File: src/rtl/pipe_pkg.sv
// Shared pipeline definitions: reset/bubble constants, the IF/ID register layout
// and the fetch-stage FSM states.
package pipe_pkg;

    localparam logic [31:0] RESET_PC  = 32'h0000_0000;
    // MIPS sll $0,$0,0 -- the canonical no-op used for bubbles
    localparam logic [31:0] NOP_INSTR = 32'h0000_0000;

    typedef struct packed {
        logic [31:0] pc;
        logic [31:0] instr;
        logic        valid;
    } if_id_t;

    typedef enum logic [1:0] {
        RUN,
        HOLD,
        REDIRECT
    } fetch_state_e;

endpackage

File: src/rtl/if_id_reg.sv
// IF/ID pipeline register with load, hold and flush controls.
// Priority: reset > flush > load > hold.
module if_id_reg #(
    parameter logic [31:0] NOP_INSTR = pipe_pkg::NOP_INSTR
) (
    input  logic            clk,
    input  logic            reset,
    input  logic            load,
    input  logic            flush,
    input  pipe_pkg::if_id_t d,
    output pipe_pkg::if_id_t q
);

    import pipe_pkg::*;

    // Flush loads the constant bubble so nothing from imem_rdata leaks in.
    always_ff @(posedge clk) begin
        if (reset || flush) begin
            q.pc    <= 32'h0000_0000;
            q.instr <= NOP_INSTR;
            q.valid <= 1'b0;
        end else if (load) begin
            q <= d;
        end
    end

endmodule

File: src/rtl/if_stage_pc_unit.sv
// Instruction-fetch stage: PC register, next-PC selection, IF/ID capture,
// branch redirect with wrong-path squash, stall handling and fetch counter.
module if_stage_pc_unit #(
    parameter logic [31:0] RESET_PC  = pipe_pkg::RESET_PC,
    parameter logic [31:0] NOP_INSTR = pipe_pkg::NOP_INSTR,
    parameter int          CNT_W     = 32
) (
    input  logic             clk,
    input  logic             reset,
    input  logic             stall,
    input  logic             branch_taken,
    input  logic [31:0]      pc_branch_target,
    input  logic [31:0]      imem_rdata,
    output logic [31:0]      imem_addr,
    output logic [31:0]      pc_if_id,
    output logic [31:0]      instr_if_id,
    output logic             valid_if_id,
    output logic             redirect,
    output logic             misalign_err,
    output logic [CNT_W-1:0] fetch_count
);

    import pipe_pkg::*;

    logic [31:0]  pc_q;
    logic [31:0]  pc_next;
    logic [31:0]  pc_plus4;
    fetch_state_e state_q;
    fetch_state_e state_next;
    logic         ifid_load;
    logic         ifid_flush;
    logic         count_inc;
    logic         misalign_set;
    if_id_t       ifid_d;
    if_id_t       ifid_q;

    assign pc_plus4 = pc_q + 32'd4;

    // Branch beats stall: a stalled instruction after a taken branch is wrong-path.
    always_comb begin
        pc_next      = pc_q;
        state_next   = RUN;
        ifid_load    = 1'b0;
        ifid_flush   = 1'b0;
        count_inc    = 1'b0;
        misalign_set = 1'b0;
        if (branch_taken) begin
            pc_next      = {pc_branch_target[31:2], 2'b00};
            ifid_flush   = 1'b1;
            state_next   = REDIRECT;
            misalign_set = |pc_branch_target[1:0];
        end else if (stall) begin
            state_next   = HOLD;
        end else begin
            pc_next      = pc_plus4;
            ifid_load    = 1'b1;
            count_inc    = 1'b1;
        end
    end

    always_ff @(posedge clk) begin
        if (reset) begin
            pc_q         <= RESET_PC;
            state_q      <= RUN;
            misalign_err <= 1'b0;
            fetch_count  <= '0;
        end else begin
            pc_q    <= pc_next;
            state_q <= state_next;
            if (misalign_set) begin
                misalign_err <= 1'b1;
            end
            if (count_inc) begin
                fetch_count <= fetch_count + CNT_W'(1);
            end
        end
    end

    assign ifid_d = '{pc: pc_plus4, instr: imem_rdata, valid: 1'b1};

    if_id_reg #(
        .NOP_INSTR (NOP_INSTR)
    ) u_if_id_reg (
        .clk   (clk),
        .reset (reset),
        .load  (ifid_load),
        .flush (ifid_flush),
        .d     (ifid_d),
        .q     (ifid_q)
    );

    assign imem_addr   = pc_q;
    assign pc_if_id    = ifid_q.pc;
    assign instr_if_id = ifid_q.instr;
    assign valid_if_id = ifid_q.valid;
    assign redirect    = (state_q == REDIRECT);

endmodule

File: config.mk
export PLATFORM = sky130hd
export DESIGN_NAME = if_stage_pc_unit
export DESIGN_NICKNAME = d
export VERILOG_FILES = /design/src/rtl/pipe_pkg.sv /design/src/rtl/if_id_reg.sv /design/src/rtl/if_stage_pc_unit.sv
export SDC_FILE = /design/constraint.sdc
export NUM_CORES = 1
export LEC_CHECK = 0
export CAP_MARGIN = 20
export CORE_MARGIN = 2
export CORE_UTILIZATION = 46
export DETAILED_ROUTE_END_ITERATION = 16
export PLACE_DENSITY = 0.85
export SLEW_MARGIN = 25
export SYNTH_ARGS = -nofsm -noshare
export SYNTH_HDL_FRONTEND = slang
export SYNTH_SLANG_ARGS = --single-unit
export TNS_END_PERCENT = 100
File: constraint.sdc
create_clock -name clk -period 2.7 [get_ports clk]
set_input_delay 0.54 -clock clk [delete_from_list [all_inputs] [get_ports clk]]
set_output_delay 0.54 -clock clk [all_outputs]
set_load 0.005 [all_outputs]
==> out/qor.yml, run 1 <==
postLayoutCoreUtil_pct: 69.72
ys_ff_latch: 128
p_comb_share_pct: 10.1
intPower_w: 0.003794
dominantRegCellSynth: "dfxtp_1"
power_w: 0.004875
yosys-top-cells-area: "dfxtp_1 (44%), xnor2_1 (7.3%), nor2_1 (7.2%), mux2i_1 (5.9%), xor2_1 (4.5%)"
die_width_um: 116.2
reg2reg_setup_slack_ns: 0.45
worst_pin_slew_ns: 0.8610
endpoint_kind: "flop"
rsz0062_at_grt: "no"
antenna_found_initial: 0
initial_core_util_pct: 47.60
grt_max_degree: 64
ios: 199
htree_levels: 4
root_buffer: "clkbuf_16"
first_iter_violations: 440
antenna_left: 0
drive_gt1_share_pct: 7.477
maxSlewViolCount: 0
via_count: 5442
n_antenna_cell: 0
drv_cap: 0
hold_path.class: "flop to flop"
post-cts-setup-buffers: 0
slew_headroom_pct: 42.60
finalHoldViolCount: 0
route.detailed.drc: 0
swShare_pct: 22.18
cts_tree: "built"
ys_seq_area_share_pct: 44.26
switchingPower_w: 0.001082
core_area_mm2: 0.01216
placed_area_mm2: 0.007866
wire_per_inst_um: 15.94
crit_type: "flop to flop"
clock_latency_ns: 0.41
numCtsBuffers: 17
cts.sink_count: 128
fmax_ghz: 0.4450
syn_inst: 661
die-area_mm2: 0.01350
yosys_warnings: 0
clk_pin_slew_ns: 0.05
io_buffers: 194
yosysTopAreaCellShare_pct: 44.26
fin_setup_tns_ns: 0
holdBufCountCts: 0
overflow: 0
cts_buffer_depth: 2
chipHeight_um: 116.2
layout_common_cells: "clkdlybuf4s50_1 (192), dfxtp_1 (128), nor2_1 (110)"
fin_crit_sh_pct: 83.22
gp_congestion: 0.8386
power.density_mw_per_mm2: 575.0
grt_pass1_wl_mm: 26.16
final_common_cell: "clkdlybuf4s50_1"
worstPathArrival_ns: 2.57
cpMaxStageDelayCell: "nor4_4"
stdcell_area_mm2: 0.008479
setup_viol: 0
synth_top_cell_by_area: "dfxtp_1"
p_seq_share_pct: 41.7
timing.hold.ws_ns: 0.4467
dp_hpwl_mm: 11.35
p_clk_share_pct: 48.2
path_cells: "ha_1, nand3_1, nor4_4, nand4_1, xor2_1, a211oi_1"
startpoint_type: "flop"
yosysUniqueCellTypes: 39
synth_edf_count: 0
ir_worst_vdd_mv: 0.4294
area_growth_pct: 46.47
grtUsageTotal_pct: 24.70
slowest_delay_ns: 0.58
cts-resized-gates: 0
syn_area_mm2: 0.005789
worstPathRequired_ns: 3.03
fillerInstances: 958
period_minus_slack_ns: 2.247
ys_async_sr_fraction_pct: 0
routed_via_density: 5.314
rows: 40
fin_skew_ns: 0.009538
final_nets: 914
p_leak_nw: 2.972
routed_wl_mm: 16.33
outcome: "completed"
dr.pass1.iters: 5
grt_pass1_vias: 5097
critPathMaxFanout: 7
synth.avg_cell_area_um2: 8.758
[cell usage after synthesis, drive strengths merged, types with 6 or more instances]
| cell type | number |
|---|---|
| and4 | 6 |
| clkbuf | 28 |
| a211oi | 26 |
| xnor2 | 48 |
| dfxtp | 128 |
| nand4 | 23 |
| nand2 | 28 |
| inv | 10 |
| or3 | 12 |
| and3 | 6 |
| buf | 22 |
| o21ai | 34 |
| xor2 | 30 |
| a21oi | 37 |
| nor3 | 18 |
| nand3 | 24 |
| mux2i | 34 |
| nor2 | 111 |
| nor4 | 18 |
[path summary, 6_finish.rpt]
| check | start | end | cells past startpoint |
|---|---|---|---|
| worst max-delay path | imem_addr[3] | imem_addr[26] | 6 |
| worst max register to register | imem_addr[3] | imem_addr[26] | 6 |
| worst min-delay path | misalign_err | misalign_err | 2 |
| worst min register to register | misalign_err | misalign_err | 2 |
[sequential cells by signal, indices dropped and copies added, names as in the netlist]
signal,cells
fetch_count,32
imem_addr,30
misalign_err,1
state_q,2
u_if_id_reg.q,63
[cells by family after synthesis]
logic type | after synthesis | synth area share (%)
and+or+nand+nor | 255 | 22.54
DFF | 128 | 44.26
AOI/OAI and AO/OA | 103 | 10.50
xor gates and xnor gates | 78 | 11.80
buffers and inverters | 60 | 4.517
muxes | 34 | 5.879
adders and majority gates | 2 | 0.4322
other | 1 | 0.06477
[worst max-delay path, delay by kind of cell, from the launching register on]
family | cells | cell delay, ns
and+or+nand+nor | 3 | 1.05
DFF | 1 | 0.43
adders and majority gates | 1 | 0.30
AOI/OAI and AO/OA | 1 | 0.21
xor gates and xnor gates | 1 | 0.17
[layout make-up]
type	instances	area, um^2	area share [%]
clock buffers	27	543.0	6.404
clock inverters	4	70.07	0.8263
inverters	10	37.54	0.4427
multi-input cells	476	2984	35.19
flip-flops and latches	128	2562	30.22
well taps	168	210.2	2.479
repair buffers	211	2072	24.44
[power by group through the flow]
stage	logic, W	clock network [W]	registers, W
after global placement	0.000485	0	0.00207
after global routing	0.000536	0.00246	0.00204
final	0.000492	0.00235	0.00203
after detailed placement	0.000492	0	0.00207
after floorplan	0.000219	0	0.00205
after CTS	0.000496	0.00237	0.00203
[per-stage QoR]
| stage | setup slack (ns) | std cells |
|---|---|---|
| 6_report | 0.4529 | 1024 |
| 5_1_grt | 0.2078 | 1024 |
| 4_1_cts | 0.4363 | 1024 |
| 3_5_place_dp | 0.3646 | 993 |
| 3_3_place_gp | 0.4248 | 993 |
| 2_1_floorplan | 0.8039 | 664 |
[layer usage]
layer / vias to the layer above / routed length (um) / global-route usage (%)
met5: - / 0 / 0
met4: 0 / 287 / 9.444
met3: 22 / 1046 / 7.265
met2: 193 / 7970 / 38.87
met1: 2576 / 7021 / 32.21
li1: 2651 / - / -
No activity file was read; power rests on OpenSTA's default activity.
==> run 2, diff against run 1 <==
- CORE_UTILIZATION: 46 -> 41
- PLACE_DENSITY: 0.85 -> 0.8
- clock period: 2.7 -> 1.8 ns (I/O delays scaled with it)
==> out/qor.yml, run 2 (same netlist as run 1, synthesis figures left out) <==
outcome: "completed"  # unchanged
final_nets: 987  # was 914
fin_crit_sh_pct: 99.05
ios: 199  # unchanged
p_comb_share_pct: 12.0  # was 10.1%
slew_headroom_pct: 61.02  # was 42.60%
clk_pin_slew_ns: 0.06  # was 0.05 ns
p_leak_nw: 3.485  # was 2.972 nW
grtUsageTotal_pct: 22.27  # was 24.70%
p_clk_share_pct: 46.4  # was 48.2%
swShare_pct: 22.38  # was 22.18%
area_growth_pct: 58.16  # was 46.47%
switchingPower_w: 0.001626  # was 0.001082 W
ir_worst_vdd_mv: 0.6837  # was 0.4294 mV
grt_max_degree: 64  # unchanged
cpMaxStageDelayCell: "clkdlybuf4s50_1"  # was nor4_4
routed_wl_mm: 17.15  # was 16.33 mm
dp_slack_ns: -0.2246  # was 0.3646 ns
endpoint_kind: "primary output"  # was flop
clock_latency_ns: 0.41  # about the same
dp_hpwl_mm: 11.98  # was 11.35 mm
cts_buffer_depth: 2  # unchanged
die-area_mm2: 0.01509  # was 0.01350 mm^2
wire_per_inst_um: 15.48  # was 15.94 um
drv_cap: 0  # unchanged
timing.hold.ws_ns: 0.4454  # was 0.4467 ns
cts_tree: "built"  # unchanged
route.detailed.drc: 0  # unchanged
slowest_delay_ns: 0.51  # was 0.58 ns
path_cells: "buf_4, clkdlybuf4s50_1"  # was ha_1, nand3_1, nor4_4, nand4_1, xor2_1, a211oi_1
cts.sink_count: 128  # unchanged
die_width_um: 122.8  # was 116.2 um
numCtsBuffers: 17  # unchanged
finalHoldViolCount: 0  # unchanged
antenna_left: 0  # unchanged
setup_viol: 0  # unchanged
finalNonFillerCells: 1108  # was 1024
largest_register_ffs: 63  # unchanged
layout_common_cells: "clkdlybuf4s50_1 (183), nor2_1 (110), dfxtp_1 (105)"  # was clkdlybuf4s50_1 (192), dfxtp_1 (128), nor2_1 (110)
crit_buf_inv: 2  # was 0
core_area_mm2: 0.01383  # was 0.01216 mm^2
maxSlewViolCount: 0  # unchanged
overflow: 0  # unchanged
final_common_cell: "clkdlybuf4s50_1"  # unchanged
io_buffers: 194  # unchanged
grt_pass1_wl_mm: 26.26  # was 26.16 mm
period_minus_slack_ns: 1.783
via_count: 5704  # was 5442
hold_path.class: "flop to flop"  # unchanged
place_inst: 1070  # was 993
fmax_ghz: 0.5609
worstPathArrival_ns: 1.42  # was 2.57 ns
first_iter_violations: 401  # was 440
critPathMaxFanout: 3  # was 7
grt_pass1_vias: 5288  # was 5097
startpoint_type: "flop"  # unchanged
placed_area_mm2: 0.008418  # was 0.007866 mm^2
p_seq_share_pct: 41.6  # was 41.7%
drive_gt1_share_pct: 17.67  # was 7.477%
cp_top_family: "buffers and inverters"  # was simple AND/OR/NAND/NOR gates
fin_skew_ns: 0.006675  # was 0.009538 ns
initial_core_util_pct: 41.87  # was 47.60%
root_buffer: "clkbuf_16"  # unchanged
htree_levels: 4  # unchanged
intPower_w: 0.005640  # was 0.003794 W
antenna_found_initial: 0  # unchanged
chipHeight_um: 122.8  # was 116.2 um
gp_congestion: 0.8743  # was 0.8386
dr.pass1.iters: 4  # was 5
crit_type: "flop to primary output"  # was flop to flop
final.setup.worst_slack_ns: 0.01714  # was 0.4529 ns
rows: 43  # was 40
top_register: "u_if_id_reg.q"  # unchanged
stdcell_area_mm2: 0.009156  # was 0.008479 mm^2
power.density_mw_per_mm2: 793.5  # was 575.0 mW/mm^2
routed_via_density: 5.148  # was 5.314
n_antenna_cell: 0  # unchanged
worstPathRequired_ns: 1.44  # was 3.03 ns
holdBufCountCts: 0  # unchanged
worst_pin_slew_ns: 0.5846  # was 0.8610 ns
-- run 2: cell types whose count changed in the layout (fill, tap and decap cells not counted), sizes merged --
cell and delta:
clkbuf -3, buf +73, clkinv +2, dlygate4sd2 +3, clkdlybuf4s50 -9, dlymetal6s2s +6
-- run 2: cell type report --
| class | count | area (um^2) |
|---|---|---|
| fill | 1100 | 4671 |
| multi-input combinational | 476 | 3020 |
| timing repair buffer | 284 | 2695 |
| sequential | 128 | 2596 |
| clock buffer | 24 | 501.7 |
| tap | 180 | 225.2 |
| clock inverter | 6 | 80.08 |
| inverter | 10 | 37.54 |
-- run 2: worst paths after layout --
path                            cells past startpoint       endpoint           from  slack (ns)
worst min register to register                      2   misalign_err   misalign_err        0.45
worst max register to register                      7  imem_addr[26]  imem_addr[11]        0.07
worst min-delay path                                2   misalign_err   misalign_err        0.45
worst max-delay path                                2  imem_addr[21]  imem_addr[21]        0.02
-- run 2: power by group through the flow --
stage          combinational, W  clock [W]  sequential, W
2_1_floorplan          0.000328          0        0.00308
3_3_place_gp           0.000839          0        0.00307
3_5_place_dp           0.000846          0        0.00307
4_1_cts                0.000854    0.00344        0.00302
5_1_grt                0.000937    0.00354        0.00303
6_report               0.000869    0.00337        0.00302
-- run 2: worst reg2reg max path, delay by kind of cell, from the launching register on --
kind / cells / cell delay [ns]
xor gates and xnor gates: 1 / 0.17
buffers and inverters: 2 / 0.35
and+or+nand+nor: 3 / 0.53
AOI/OAI and AO/OA: 1 / 0.23
DFF: 1 / 0.37
-- run 2: layer usage --
layer,GRT usage (%),vias to the layer above,routed length (um)
li1,-,2798,-
met1,28.52,2670,7509
met2,35.84,200,8194
met3,4.740,36,956
met4,10.20,0,491
met5,0,-,0
-- run 2: what timing repair did --
| item | CTS | global route |
|---|---|---|
| endpoints found under the hold margin | 0 | 0 |
| buffers inserted | 0 | 8 |
| endpoints found under the setup margin | 21 | 30 |
| pin swaps | 0 | 1 |
| resized for setup | 24 | 22 |
-- run 2: through the flow --
stage | utilization [%] | power (W) | TNS, ns
after floorplan | - | 0.003411 | 0
after global placement | 60.88 | 0.003905 | -11.40
after detailed placement | 60.88 | 0.003914 | -13.72
after CTS | 65.32 | 0.007310 | 0
after global routing | 66.22 | 0.007510 | -0.03379
final | 66.22 | 0.007265 | 0
